===== config.mk =====
export PLATFORM = sky130hd
export DESIGN_NAME = decode_stage_flat
export DESIGN_NICKNAME = d
export VERILOG_FILES = /design/src/rtl/decode_stage_if.sv /design/src/rtl/decode_stage.sv /design/src/flat_wrapper.sv
export SDC_FILE = /design/constraint.sdc
export NUM_CORES = 1
export LEC_CHECK = 0
export CAP_MARGIN = 30
export CORE_AREA = 3 3 118 120
export CTS_CLUSTER_SIZE = 20
export DETAILED_ROUTE_END_ITERATION = 6
export DIE_AREA = 0 0 121 123
export GPL_TIMING_DRIVEN = 0
export HOLD_SLACK_MARGIN = 0.03
export PLACE_DENSITY = 0.77
export SYNTH_ARGS = -nofsm -noshare
export SYNTH_HDL_FRONTEND = slang
export SYNTH_SLANG_ARGS = --single-unit

===== constraint.sdc =====
create_clock -name clk -period 1.9 [get_ports clk]
set_input_delay 0.19 -clock clk [delete_from_list [all_inputs] [get_ports clk]]
set_output_delay 0.19 -clock clk [all_outputs]
set_load 0.01 [all_outputs]

===== src/rtl/decode_stage_if.sv =====
// Fetch-side and dispatch-side signal bundle for the RV32I decode stage.
// The master modport is the environment; the slave modport is the stage.
interface decode_stage_if #(
    parameter int XLEN     = 32,
    parameter int PC_WIDTH = 9
);
    logic [XLEN-1:0]     instruction;
    logic [PC_WIDTH-1:0] i_pc;
    logic                i_valid;
    logic                o_ready;
    logic                o_valid;
    logic                i_ready;
    logic [PC_WIDTH-1:0] o_pc;
    logic [4:0]          rs1;
    logic [4:0]          rs2;
    logic [4:0]          rd;
    logic [XLEN-1:0]     immediate;
    logic [2:0]          funct3;
    logic                funct7_5;
    logic                ALUsrc;
    logic                Branch;
    logic                Memread;
    logic                Memwrite;
    logic                Regwrite;
    logic [1:0]          ALUOp;
    logic [1:0]          FUtype;
    logic                illegal;

    modport master (
        output instruction, i_pc, i_valid, i_ready,
        input  o_ready, o_valid, o_pc, rs1, rs2, rd, immediate,
        input  funct3, funct7_5, ALUsrc, Branch, Memread, Memwrite,
        input  Regwrite, ALUOp, FUtype, illegal
    );

    modport slave (
        input  instruction, i_pc, i_valid, i_ready,
        output o_ready, o_valid, o_pc, rs1, rs2, rd, immediate,
        output funct3, funct7_5, ALUsrc, Branch, Memread, Memwrite,
        output Regwrite, ALUOp, FUtype, illegal
    );
endinterface


===== src/rtl/decode_stage.sv =====
// Registered RV32I decode stage with a 2-entry skid buffer.
// Upstream ready is a flop, so it never depends on downstream ready.
module decode_stage #(
    parameter int XLEN     = 32,
    parameter int PC_WIDTH = 9
) (
    input  logic          clk,
    input  logic          rst_n,
    input  logic          flush,
    decode_stage_if.slave bus
);
    typedef struct packed {
        logic [PC_WIDTH-1:0] pc;
        logic [4:0]          rs1;
        logic [4:0]          rs2;
        logic [4:0]          rd;
        logic [XLEN-1:0]     imm;
        logic [2:0]          funct3;
        logic                funct7_5;
        logic                alusrc;
        logic                branch;
        logic                memread;
        logic                memwrite;
        logic                regwrite;
        logic [1:0]          aluop;
        logic [1:0]          futype;
        logic                illegal;
    } entry_t;

    entry_t          dec;
    entry_t          head_q;
    entry_t          skid_q;
    logic            head_v;
    logic            skid_v;
    logic            accept;
    logic            pop;
    logic [XLEN-1:0] ins;
    logic [XLEN-1:0] imm_i;
    logic [XLEN-1:0] imm_s;
    logic [XLEN-1:0] imm_b;
    logic [XLEN-1:0] imm_u;
    logic [XLEN-1:0] imm_j;

    assign ins   = bus.instruction;
    assign imm_i = XLEN'($signed(ins[31:20]));
    assign imm_s = XLEN'($signed({ins[31:25], ins[11:7]}));
    assign imm_b = XLEN'($signed({ins[31], ins[7], ins[30:25],
                                  ins[11:8], 1'b0}));
    assign imm_u = XLEN'($signed({ins[31:12], 12'b0}));
    assign imm_j = XLEN'($signed({ins[31], ins[19:12], ins[20],
                                  ins[30:21], 1'b0}));

    always_comb begin
        dec          = '0;
        dec.pc       = bus.i_pc;
        dec.rs1      = ins[19:15];
        dec.rs2      = ins[24:20];
        dec.rd       = ins[11:7];
        dec.funct3   = ins[14:12];
        dec.funct7_5 = ins[30];
        unique case (ins[6:0])
            7'b0110011: begin
                dec.aluop    = 2'b10;
                dec.regwrite = 1'b1;
            end
            7'b0010011: begin
                dec.alusrc   = 1'b1;
                dec.aluop    = 2'b10;
                dec.regwrite = 1'b1;
                dec.imm      = imm_i;
            end
            7'b0000011: begin
                dec.alusrc   = 1'b1;
                dec.futype   = 2'b10;
                dec.memread  = 1'b1;
                dec.regwrite = 1'b1;
                dec.imm      = imm_i;
            end
            7'b0100011: begin
                dec.alusrc   = 1'b1;
                dec.futype   = 2'b10;
                dec.memwrite = 1'b1;
                dec.imm      = imm_s;
            end
            7'b1100011: begin
                dec.branch = 1'b1;
                dec.aluop  = 2'b01;
                dec.futype = 2'b01;
                dec.imm    = imm_b;
            end
            7'b0110111: begin
                dec.alusrc   = 1'b1;
                dec.aluop    = 2'b11;
                dec.regwrite = 1'b1;
                dec.imm      = imm_u;
            end
            // AUIPC goes to the branch unit, which owns the PC adder
            7'b0010111: begin
                dec.alusrc   = 1'b1;
                dec.aluop    = 2'b11;
                dec.futype   = 2'b01;
                dec.regwrite = 1'b1;
                dec.imm      = imm_u;
            end
            7'b1101111: begin
                dec.alusrc   = 1'b1;
                dec.branch   = 1'b1;
                dec.aluop    = 2'b01;
                dec.futype   = 2'b01;
                dec.regwrite = 1'b1;
                dec.imm      = imm_j;
            end
            7'b1100111: begin
                dec.alusrc   = 1'b1;
                dec.branch   = 1'b1;
                dec.aluop    = 2'b01;
                dec.futype   = 2'b01;
                dec.regwrite = 1'b1;
                dec.imm      = imm_i;
            end
            default: dec.illegal = 1'b1;
        endcase
    end

    assign accept = bus.i_valid && !skid_v;
    assign pop    = head_v && bus.i_ready;

    always_ff @(posedge clk or negedge rst_n) begin
        if (!rst_n) begin
            head_v <= 1'b0;
            skid_v <= 1'b0;
            head_q <= '0;
            skid_q <= '0;
        end else if (flush) begin
            head_v <= 1'b0;
            skid_v <= 1'b0;
        end else if (!head_v || pop) begin
            // a full skid blocks accept, so it simply drains into head
            if (skid_v) begin
                head_q <= skid_q;
                head_v <= 1'b1;
                skid_v <= 1'b0;
            end else begin
                head_v <= accept;
                if (accept) head_q <= dec;
            end
        end else if (accept) begin
            skid_q <= dec;
            skid_v <= 1'b1;
        end
    end

    assign bus.o_valid   = head_v;
    assign bus.o_ready   = !skid_v;
    assign bus.o_pc      = head_q.pc;
    assign bus.rs1       = head_q.rs1;
    assign bus.rs2       = head_q.rs2;
    assign bus.rd        = head_q.rd;
    assign bus.immediate = head_q.imm;
    assign bus.funct3    = head_q.funct3;
    assign bus.funct7_5  = head_q.funct7_5;
    assign bus.ALUsrc    = head_q.alusrc;
    assign bus.Branch    = head_q.branch;
    assign bus.Memread   = head_q.memread;
    assign bus.Memwrite  = head_q.memwrite;
    assign bus.Regwrite  = head_q.regwrite;
    assign bus.ALUOp     = head_q.aluop;
    assign bus.FUtype    = head_q.futype;
    assign bus.illegal   = head_q.illegal;
endmodule


===== src/flat_wrapper.sv =====
// flat-port wrapper written by rule: the top's interface ports become plain ports
module decode_stage_flat 
#(
    parameter int XLEN     = 32,
    parameter int PC_WIDTH = 9
)
  (clk, rst_n, flush, bus_instruction, bus_i_pc, bus_i_valid, bus_i_ready, bus_o_ready, bus_o_valid, bus_o_pc, bus_rs1, bus_rs2, bus_rd, bus_immediate, bus_funct3, bus_funct7_5, bus_ALUsrc, bus_Branch, bus_Memread, bus_Memwrite, bus_Regwrite, bus_ALUOp, bus_FUtype, bus_illegal);
  decode_stage_if #(.XLEN(XLEN), .PC_WIDTH(PC_WIDTH)) bus_i ();
  input  logic clk;
  input  logic rst_n;
  input  logic flush;
  input wire logic [$bits(bus_i.instruction)-1:0] bus_instruction;
  input wire logic [$bits(bus_i.i_pc)-1:0] bus_i_pc;
  input wire logic [$bits(bus_i.i_valid)-1:0] bus_i_valid;
  input wire logic [$bits(bus_i.i_ready)-1:0] bus_i_ready;
  output wire logic [$bits(bus_i.o_ready)-1:0] bus_o_ready;
  output wire logic [$bits(bus_i.o_valid)-1:0] bus_o_valid;
  output wire logic [$bits(bus_i.o_pc)-1:0] bus_o_pc;
  output wire logic [$bits(bus_i.rs1)-1:0] bus_rs1;
  output wire logic [$bits(bus_i.rs2)-1:0] bus_rs2;
  output wire logic [$bits(bus_i.rd)-1:0] bus_rd;
  output wire logic [$bits(bus_i.immediate)-1:0] bus_immediate;
  output wire logic [$bits(bus_i.funct3)-1:0] bus_funct3;
  output wire logic [$bits(bus_i.funct7_5)-1:0] bus_funct7_5;
  output wire logic [$bits(bus_i.ALUsrc)-1:0] bus_ALUsrc;
  output wire logic [$bits(bus_i.Branch)-1:0] bus_Branch;
  output wire logic [$bits(bus_i.Memread)-1:0] bus_Memread;
  output wire logic [$bits(bus_i.Memwrite)-1:0] bus_Memwrite;
  output wire logic [$bits(bus_i.Regwrite)-1:0] bus_Regwrite;
  output wire logic [$bits(bus_i.ALUOp)-1:0] bus_ALUOp;
  output wire logic [$bits(bus_i.FUtype)-1:0] bus_FUtype;
  output wire logic [$bits(bus_i.illegal)-1:0] bus_illegal;
  assign bus_i.instruction = bus_instruction;
  assign bus_i.i_pc = bus_i_pc;
  assign bus_i.i_valid = bus_i_valid;
  assign bus_i.i_ready = bus_i_ready;
  assign bus_o_ready = bus_i.o_ready;
  assign bus_o_valid = bus_i.o_valid;
  assign bus_o_pc = bus_i.o_pc;
  assign bus_rs1 = bus_i.rs1;
  assign bus_rs2 = bus_i.rs2;
  assign bus_rd = bus_i.rd;
  assign bus_immediate = bus_i.immediate;
  assign bus_funct3 = bus_i.funct3;
  assign bus_funct7_5 = bus_i.funct7_5;
  assign bus_ALUsrc = bus_i.ALUsrc;
  assign bus_Branch = bus_i.Branch;
  assign bus_Memread = bus_i.Memread;
  assign bus_Memwrite = bus_i.Memwrite;
  assign bus_Regwrite = bus_i.Regwrite;
  assign bus_ALUOp = bus_i.ALUOp;
  assign bus_FUtype = bus_i.FUtype;
  assign bus_illegal = bus_i.illegal;
  decode_stage #(.XLEN(XLEN), .PC_WIDTH(PC_WIDTH)) u_core (.clk(clk), .rst_n(rst_n), .flush(flush), .bus(bus_i));
endmodule

After elaboration in Yosys (flattened, before gate mapping). Cells that the tools add are included.

Add/subtract/negate cells: 0. Multiply operators: 0. Div/mod/pow operators: 0. $lt $le $gt $ge: 0. Equality and inequality tests: 9. Shift-type cells: 0. Muxes and demuxes: 17. Bitwise gates (word level): 2. Reduce and logical (&&, ||, !) cells: 19.

Operators by type and width (count): 32-bit one-hot mux with 5 select lines (1); 70-bit two-way mux (2); 7-bit by 6-bit == test with 1-bit output (second input constant) (3); 7-bit == test (second input constant) (3); 7-bit by 5-bit == test with 1-bit output (second input constant) (2); 7-bit OR reduction (2); 1-bit two-way mux (12); 9-bit OR reduction (1); 7-bit by 2-bit == test with 1-bit output (second input constant) (1); 2-bit one-hot mux with 3 select lines (1); 3-bit AND reduction (2); 2-bit OR reduction (3); 3-bit OR reduction (2); 2-bit one-hot mux with 2 select lines (1); 2-bit nonzero test (2); 4-bit OR reduction (1); 3-bit nonzero test (1); 1-bit logical AND (2); 1-bit logical NOT (2); 1-bit inverter (2); 1-bit logical OR (1).

Bits in registers: 142. Latch bits: 0. Memory bits (writable): 0. ROM bits: 0. Input bits: 46. Output and inout port bits: 72. Word-level logic and storage cells: 79. Memories: 0.

Logic depth before layout (Yosys ltp). Gate-level depths: netlist of the first run.

Depth after elaboration: 5. Mapped depth: 7. Depth with buffers taken out: 4.

Least setup slack after synthesis of the first run. OpenSTA, ideal clock, no wires.

Path kind: register -> register. Start: reg u_core.head_v, in the netlist u_core.bus.o_valid. End: reg u_core.head_q, in the netlist u_core.bus.immediate[11]. Library setup time: 0.136 ns. Arrival time: 1.558 ns. Required time: 1.764 ns. Slack: 0.206 ns. Cell stages (with the launch flop): 7. Path buffers: 2. Period minus slack after synthesis: 1.694 ns. Path through: dfrtp_1 > nor2b_1 > buf_2 > or3_1 > buf_2 > a221oi_1 > o21ai_0.

Longest elaborated chain between the ends: 3. Elaborated cells between the ends (all ways): 4. Classes of those cells: reduce/logical: 4.

RTL lines: from (decl) (line decode_stage.sv:33) `logic head_v;`; from (signal assigned) (line decode_stage.sv:144) `head_v <= accept;`; 1-bit logical NOT or 1-bit logical AND (tied branches) (line decode_stage.sv:137, decode_stage.sv:126); 1-bit logical OR * (line decode_stage.sv:137) `end else if (!head_v || pop) begin`; 3-bit AND reduction (no line) *; to (signal assigned) (line decode_stage.sv:140) `head_q <= skid_q;`; to (decl) (line decode_stage.sv:31) `entry_t head_q;`.

Mark *: on every way between the ends. The rest lies on a longest branch, timed or not. A chain may end at the register's enable or synchronous reset.

Final worst setup path of the first run.
Start: reg u_core.skid_v. End: reg u_core.head_q, in the netlist u_core.bus.immediate[23].

Longest elaborated chain between the ends: 4. Elaborated cells between the ends (all ways): 5. Classes of those cells: mux: 1; reduce/logical: 4.

RTL lines: from (decl) (line decode_stage.sv:34) `logic skid_v;`; from (signal assigned) (line decode_stage.sv:131) `skid_v <= 1'b0;`; from (signal assigned) (line decode_stage.sv:136) `skid_v <= 1'b0;`; from (signal assigned) (line decode_stage.sv:142) `skid_v <= 1'b0;`; 1-bit logical NOT (line decode_stage.sv:125) `assign accept = bus.i_valid && !skid_v;`; 1-bit logical AND (line decode_stage.sv:125); 2-bit nonzero test (no line); 3-bit AND reduction (no line).

Several ways; a longest one is shown, not always the timed one.

==> results of run 1 <==
## synthesized netlist by cell type (6+ instances only)
| cell | count | area [um2] |
|---|---|---|
| nand2_1 | 192 | 720.7 |
| o211ai_1 | 23 | 172.7 |
| nor3_1 | 13 | 65.06 |
| clkbuf_1 | 22 | 82.58 |
| a211oi_1 | 9 | 67.56 |
| buf_2 | 23 | 115.1 |
| o21ai_0 | 57 | 285.3 |
| dfrtp_1 | 142 | 3553 |
| nor2_1 | 44 | 165.2 |
| a21oi_1 | 28 | 140.1 |
| o21bai_1 | 11 | 82.58 |
| a31oi_1 | 13 | 81.33 |
| nand3_1 | 6 | 30.03 |
| nor4_1 | 14 | 87.58 |
| mux2i_1 | 28 | 280.3 |
| a221oi_1 | 10 | 87.58 |
## critical path, stage by stage, from the launching register on
cell and delay, ns:
dfrtp_2 0.45, or3b_1 0.41, nor2_1 0.25, clkbuf_1 0.44, a31oi_1 0.17
## per-layer routing
| layer | part of all wire (%) | global-route usage (%) | up-vias |
|---|---|---|---|
| li1 | - | - | 2654 |
| met1 | 42 | 35.44 | 2928 |
| met2 | 47 | 41.68 | 279 |
| met3 | 7.8 | 6.404 | 48 |
| met4 | 2.9 | 10.41 | 0 |
| met5 | 0 | 0 | - |
## layout make-up
| cell class | instances | area (um2) | share of cell area [%] |
|---|---|---|---|
| well taps | 176 | 220.2 | 2.583 |
| multi-input cells | 486 | 2671 | 31.33 |
| inverters | 5 | 22.52 | 0.2642 |
| flip-flops and latches | 142 | 3555 | 41.69 |
| clock buffers | 25 | 505.5 | 5.929 |
| plain buffers | 49 | 254.0 | 2.979 |
| repair buffers | 120 | 1217 | 14.28 |
| clock inverters | 5 | 80.08 | 0.9392 |
## power breakdown
part | switching (mW) | internal, mW | leakage (nW) | total (mW)
sequential | 0.270 | 3.47 | 1.80 | 3.74
combinational | 0.737 | 0.734 | 1.52 | 1.47
clock | 1.22 | 2.09 | 0.281 | 3.31
## path summary, 6_finish.rpt
| check | depth (start not counted) | to | startpoint | slack, ns |
|---|---|---|---|---|
| worst max-delay path | 4 | u_core.bus.immediate[23] | u_core.skid_v | 0.02 |
| worst min-delay path | 2 | u_core.bus.o_pc[1] | rst_n | 0.31 |
| worst max register to register | 4 | u_core.bus.immediate[23] | u_core.skid_v | 0.02 |
| worst min register to register | 2 | u_core.skid_q[69] | u_core.skid_q[69] | 0.48 |
| max in group asynchronous | 3 | u_core.skid_q[16] | rst_n | 0.79 |
| min in group clk | 3 | u_core.skid_q[68] | bus_i_pc[7] | 0.32 |
## metrics by stage
step           setup TNS (ns)  std cells  hold WS (ns)
4_1_cts               -0.1592       1006        0.2623
3_3_place_gp          -701.17        974        0.4566
2_1_floorplan               0        682       -0.1056
3_5_place_dp           -29.15        975        0.2230
5_1_grt              -0.01582       1008        0.3216
6_report                    0       1008        0.3095
## kinds of logic (layout without fill, tap and decap cells)
logic type             Yosys count  after routing  synth area share, %
AOI/OAI and AO/OA              166            166                16.45
muxes                           28             28                4.365
and+or+nand+nor                292            292                20.07
DFF                            142            142                55.34
buffers and inverters           54            204                3.780
## what timing repair did
action                                 CTS  global route
endpoints found under the hold margin   63             0
pin swaps                                0             1
gates resized for setup                 12            28
setup endpoints to repair               52           107
hold buffers                             1             0
setup buffers                            0             2
cloned                                   0             0
## sequential cells by signal, indices dropped and copies added, names as in the netlist
name,count
u_core.bus.rs1,5
u_core.skid_v,1
u_core.bus.illegal,1
u_core.bus.Branch,1
u_core.bus.rd,5
u_core.bus.funct3,3
u_core.bus.ALUsrc,1
u_core.bus.o_valid,1
u_core.bus.ALUOp,2
u_core.bus.Memread,1
u_core.bus.Memwrite,1
u_core.bus.immediate,32
u_core.bus.FUtype,2
u_core.bus.rs2,5
u_core.bus.o_pc,9
u_core.bus.funct7_5,1
u_core.bus.Regwrite,1
u_core.skid_q,70
==> flow_metrics.tcl, run 1 <==
set metrics [dict create \
    outcome "completed" \
    irDropWorstVdd_v 0.0005108 \
    via_per_inst 5.862 \
    cts_sinks 142 \
    dr.pass1.iters 4 \
    area_growth_syn_to_layout_pct 32.77 \
    ys_warn_count 0 \
    layout-drive-gt1-share_pct 10.94 \
    rows 42 \
    ys_ff_latch 142 \
    path_clk_slew_ns 0.06 \
    grt_pass1_vias 5816 \
    die_w_um 121 \
    fmax_ghz 0.5322 \
    hold_class "in -> async" \
    min_period_over_period_pct 98.89 \
    clock_path_buffers 2 \
    final_core_util_pct 65.16 \
    layout.nets 867 \
    num_vias 5909 \
    cts_buffers 17 \
    required_ns 2.16 \
    final_cell_mix "192 x nand2_1, 141 x dfrtp_1, 114 x clkdlybuf4s50_1" \
    path_class "reg -> reg" \
    clock_skew_ns 0.007417 \
    grt_pass1_wl_um 30330 \
    powerDensity_nw_per_um2 1000 \
    root_buffer "clkbuf_16" \
    dpl.hpwl_um 13690 \
    total_power_mw 8.526 \
    gp_congestion 0.9287 \
    cap_violations 0 \
    core-area_um2 13090 \
    synth.cell_area_um2 6421 \
    tritoncts "done" \
    grt_max_degree 80 \
    endpoint_kind "flop" \
    finalHoldViolations 0 \
    p_leak_nw 3.604 \
    ant_nets 0 \
    fin_ws_ns 0.02114 \
    relSlewSlack_pct 57.32 \
    cp-start-kind "flop" \
    dieArea_um2 14880 \
    postPlaceCellArea_um2 7831 \
    grt_use_total_pct 26.40 \
    die-height_um 123 \
    async_reset_ff_share_pct 100.0 \
    start_util_pct 49.07 \
    dpl_worst_slack_ns -0.3767 \
    synth-main-ff-cell "dfrtp_1" \
    portBuffers 116 \
    wl_um 19480 \
    slew_violations 0 \
    mostFrequentLayoutCell "nand2_1" \
    ios 118 \
    tightest_slew_ns 0.6316 \
    worstPathArrival_ns 2.14 \
    h-tree-depth 4 \
    crit_fanout 10 \
    num_antenna_cells 0 \
    drt_iter0_markers 603 \
    synth_area_per_cell_um2 9.415 \
    setup_violations 0 \
    final.fill_count 1016 \
    syn_nets 728 \
    antenna_found_initial 0 \
    synth_cell_types 46 \
    clkLatencyLatePin_ns 0.42 \
    route.detailed.drc 0 \
    final_area_um2 8526 \
    ys_seq_area_share_pct 55.34 \
    overflow 0 \
    wl_per_cell_um 19.33 \
    syn_inst 682 \
    layout_min_cycle_time_ns 1.879 \
    synth_edf_count 0 \
]
Power figures use the tool's default switching activity.
==> run 2: changes to the inputs <==
--- a/config.mk
+++ b/config.mk
@@ -5,14 +5,15 @@
 export SDC_FILE = /design/constraint.sdc
 export NUM_CORES = 1
 export LEC_CHECK = 0
+export ABC_AREA = 1
 export CAP_MARGIN = 30
-export CORE_AREA = 3 3 118 120
+export CORE_AREA = 2 2 127 129
 export CTS_CLUSTER_SIZE = 20
 export DETAILED_ROUTE_END_ITERATION = 6
-export DIE_AREA = 0 0 121 123
+export DIE_AREA = 0 0 129 131
 export GPL_TIMING_DRIVEN = 0
 export HOLD_SLACK_MARGIN = 0.03
-export PLACE_DENSITY = 0.77
+export PLACE_DENSITY = 0.7
 export SYNTH_ARGS = -nofsm -noshare
 export SYNTH_HDL_FRONTEND = slang
 export SYNTH_SLANG_ARGS = --single-unit
==> run 2 against run 1 <==
Effect of this change:
- design area grew 4.6%
- sequential share of layout area decreased by 1.8 points
- synthesized cell count rose by 29%
- fmax up 2.4%
- highest routed layer unchanged
==> flow_metrics.tcl, run 2 <==
set metrics [dict create \
    outcome "completed" \
    setup_violations 0 \
    synth_top_area_cell "dfrtp_1" \
    layout_min_cycle_time_ns 1.836 \
    p_leak_nw 4.684 \
    cp-start-kind "flop" \
    num_vias 6329 \
    finalHoldViolations 0 \
    cp_num_buf_inv 4 \
    worstPathArrival_ns 1.65 \
    slew_violations 0 \
    synth_edf_count 0 \
    wl_per_cell_um 15.87 \
    top_register "u_core.skid_q" \
    area_growth_syn_to_layout_pct 30.94 \
    crit_chain "buf_4, inv_6, buf_6, dlygate4sd2_1" \
    fmax_ghz 0.5448 \
    grt_use_total_pct 24.27 \
    tritoncts "done" \
    grt_pass1_vias 5858 \
    crit_fanout 14 \
    async_reset_ff_share_pct 100.0 \
    route.detailed.drc 0 \
    drt_iter0_markers 613 \
    dieArea_um2 16900 \
    die-height_um 131 \
    cts_buffers 17 \
    netlist.area_leader.share_pct 52.19 \
    path_class "reg -> out" \
    slowest_stage "dfrtp_2" \
    synth-main-ff-cell "dfrtp_1" \
    cp_slowest_stage_delay_ns 0.43 \
    clock_path_buffers 2 \
    yosysMostFrequentCell "nand2_1" \
    dpl.hpwl_um 13960 \
    yosys-top-cells-count "319 x nand2_1, 142 x dfrtp_1, 78 x o21ai_0, 65 x inv_1, 51 x nor2_1" \
    grt_setup_unrepaired "no" \
    final_area_um2 8916 \
    ys_ff_latch 142 \
    ant_nets 0 \
    layout.nets 1060 \
    mostFrequentLayoutCell "nand2_1" \
    total_power_mw 8.431 \
    postPlaceCellArea_um2 8279 \
    synth.cell_area_um2 6809 \
    min_period_over_period_pct 96.61 \
    tightest_slew_ns 0.6365 \
    ys_seq_area_share_pct 52.19 \
    core-area_um2 15600 \
    path_delay_family "buffers and inverters" \
    clock_skew_ns 0.005858 \
    dr.pass1.iters 5 \
    syn_nets 923 \
    root_buffer "clkbuf_16" \
    syn_inst 877 \
    endpoint_kind "primary output" \
    grt_max_degree 76 \
    gp_congestion 0.9481 \
    path_clk_slew_ns 0.06 \
    h-tree-depth 4 \
    start_util_pct 43.65 \
    synth_cell_types 28 \
    ys_warn_count 0 \
    wl_um 19710 \
    powerDensity_nw_per_um2 945.6 \
    overflow 0 \
    irDropWorstVdd_v 0.0006558 \
    antenna_found_initial 0 \
    final_cell_mix "319 x nand2_1, 141 x dfrtp_1, 115 x clkdlybuf4s50_1" \
    synth_area_per_cell_um2 7.764 \
    via_per_inst 5.096 \
    cap_violations 0 \
    die_w_um 129 \
    num_antenna_cells 0 \
    relSlewSlack_pct 57.57 \
    largest_reg_flops 70 \
    required_ns 1.71 \
    netlist_top_cells_area "dfrtp_1 52%, nand2_1 18%, o21ai_0 5.7%" \
    cts_sinks 142 \
    hold_class "in -> async" \
    cts_setup_buffers 0 \
    grt_pass1_wl_um 31080 \
    layout-drive-gt1-share_pct 9.649 \
    portBuffers 117 \
    clkLatencyLatePin_ns 0.43 \
    ios 118 \
    rows 46 \
]
-- run 2: cell count changes after synthesis, sizes merged, moves of 10 or more --
| cell | delta |
|---|---|
| a221oi | -10 |
| mux2i | -28 |
| o211ai | -22 |
| nand2 | +132 |
| o21bai | -10 |
| nor2 | +15 |
| nand3 | +38 |
| o21ai | +55 |
| a31oi | -12 |
| nand4 | +25 |
| nor3 | -13 |
| inv | +70 |
| nor4 | -14 |
-- run 2: what timing repair did --
action | in CTS | in global routing
setup endpoints to repair | 1 | 19
resized for setup | 5 | 7
endpoints found under the hold margin | 67 | 0
hold buffers | 1 | 0
cloned | 0 | 0
-- run 2: stage by stage --
step                cells  hold WS [ns]  setup TNS [ns]  utilization (%)  worst slack [ns]
floorplan             877       -0.1056               0                -            0.4936
global placement     1210        0.4600         -734.03            52.90            -5.159
detailed placement   1211        0.2410          -3.302            53.08           -0.1143
CTS                  1242        0.3348               0            57.13           0.05469
global route         1242        0.3576               0            57.16           0.01353
finish               1242        0.3363               0            57.16           0.06440
-- run 2: kinds of logic after synthesis --
family | after synthesis | synth area share, %
buffers and inverters | 128 | 8.287
AO/OA/AOI/OAI | 147 | 11.17
flip-flops | 142 | 52.19
AND/OR/NAND/NOR | 460 | 28.35
-- run 2: worst paths after layout --
kind	cells after the start	slack, ns	from	endpoint
setup / recovery	4	0.06	u_core.skid_v	bus_o_ready
hold / removal	2	0.34	rst_n	u_core.bus.immediate[25]
hold reg to reg	2	0.47	u_core.bus.immediate[16]	u_core.bus.immediate[16]
max in group asynchronous	3	0.75	rst_n	u_core.skid_q[46]
min in group clk	3	0.34	bus_i_pc[6]	u_core.skid_q[67]
setup reg to reg	7	0.11	u_core.skid_v	u_core.bus.immediate[31]
-- run 2: power by group --
part / switching, mW / total, mW / internal, mW
Sequential: 0.203 / 3.63 / 3.43
Combinational: 0.680 / 1.33 / 0.654
Clock: 1.28 / 3.47 / 2.19
-- run 2: cell type report --
cell class / count / area [um2]
plain buffers: 53 / 291.5
clock buffers: 21 / 480.5
clock inverters: 10 / 136.4
fillers: 1425 / 6681
inverters: 74 / 282.8
multi-input cells: 607 / 2691
flip-flops and latches: 142 / 3555
well taps: 216 / 270.3
repair buffers: 119 / 1209
-- run 2: per-layer routing --
metal / vias up / track usage [%] / part of all wire (%)
met5: - / 0 / 0
li1: 3064 / - / -
met4: 0 / 8.056 / 1.9
met2: 258 / 37.35 / 45
met1: 2971 / 34.22 / 45
met3: 36 / 5.537 / 8.1
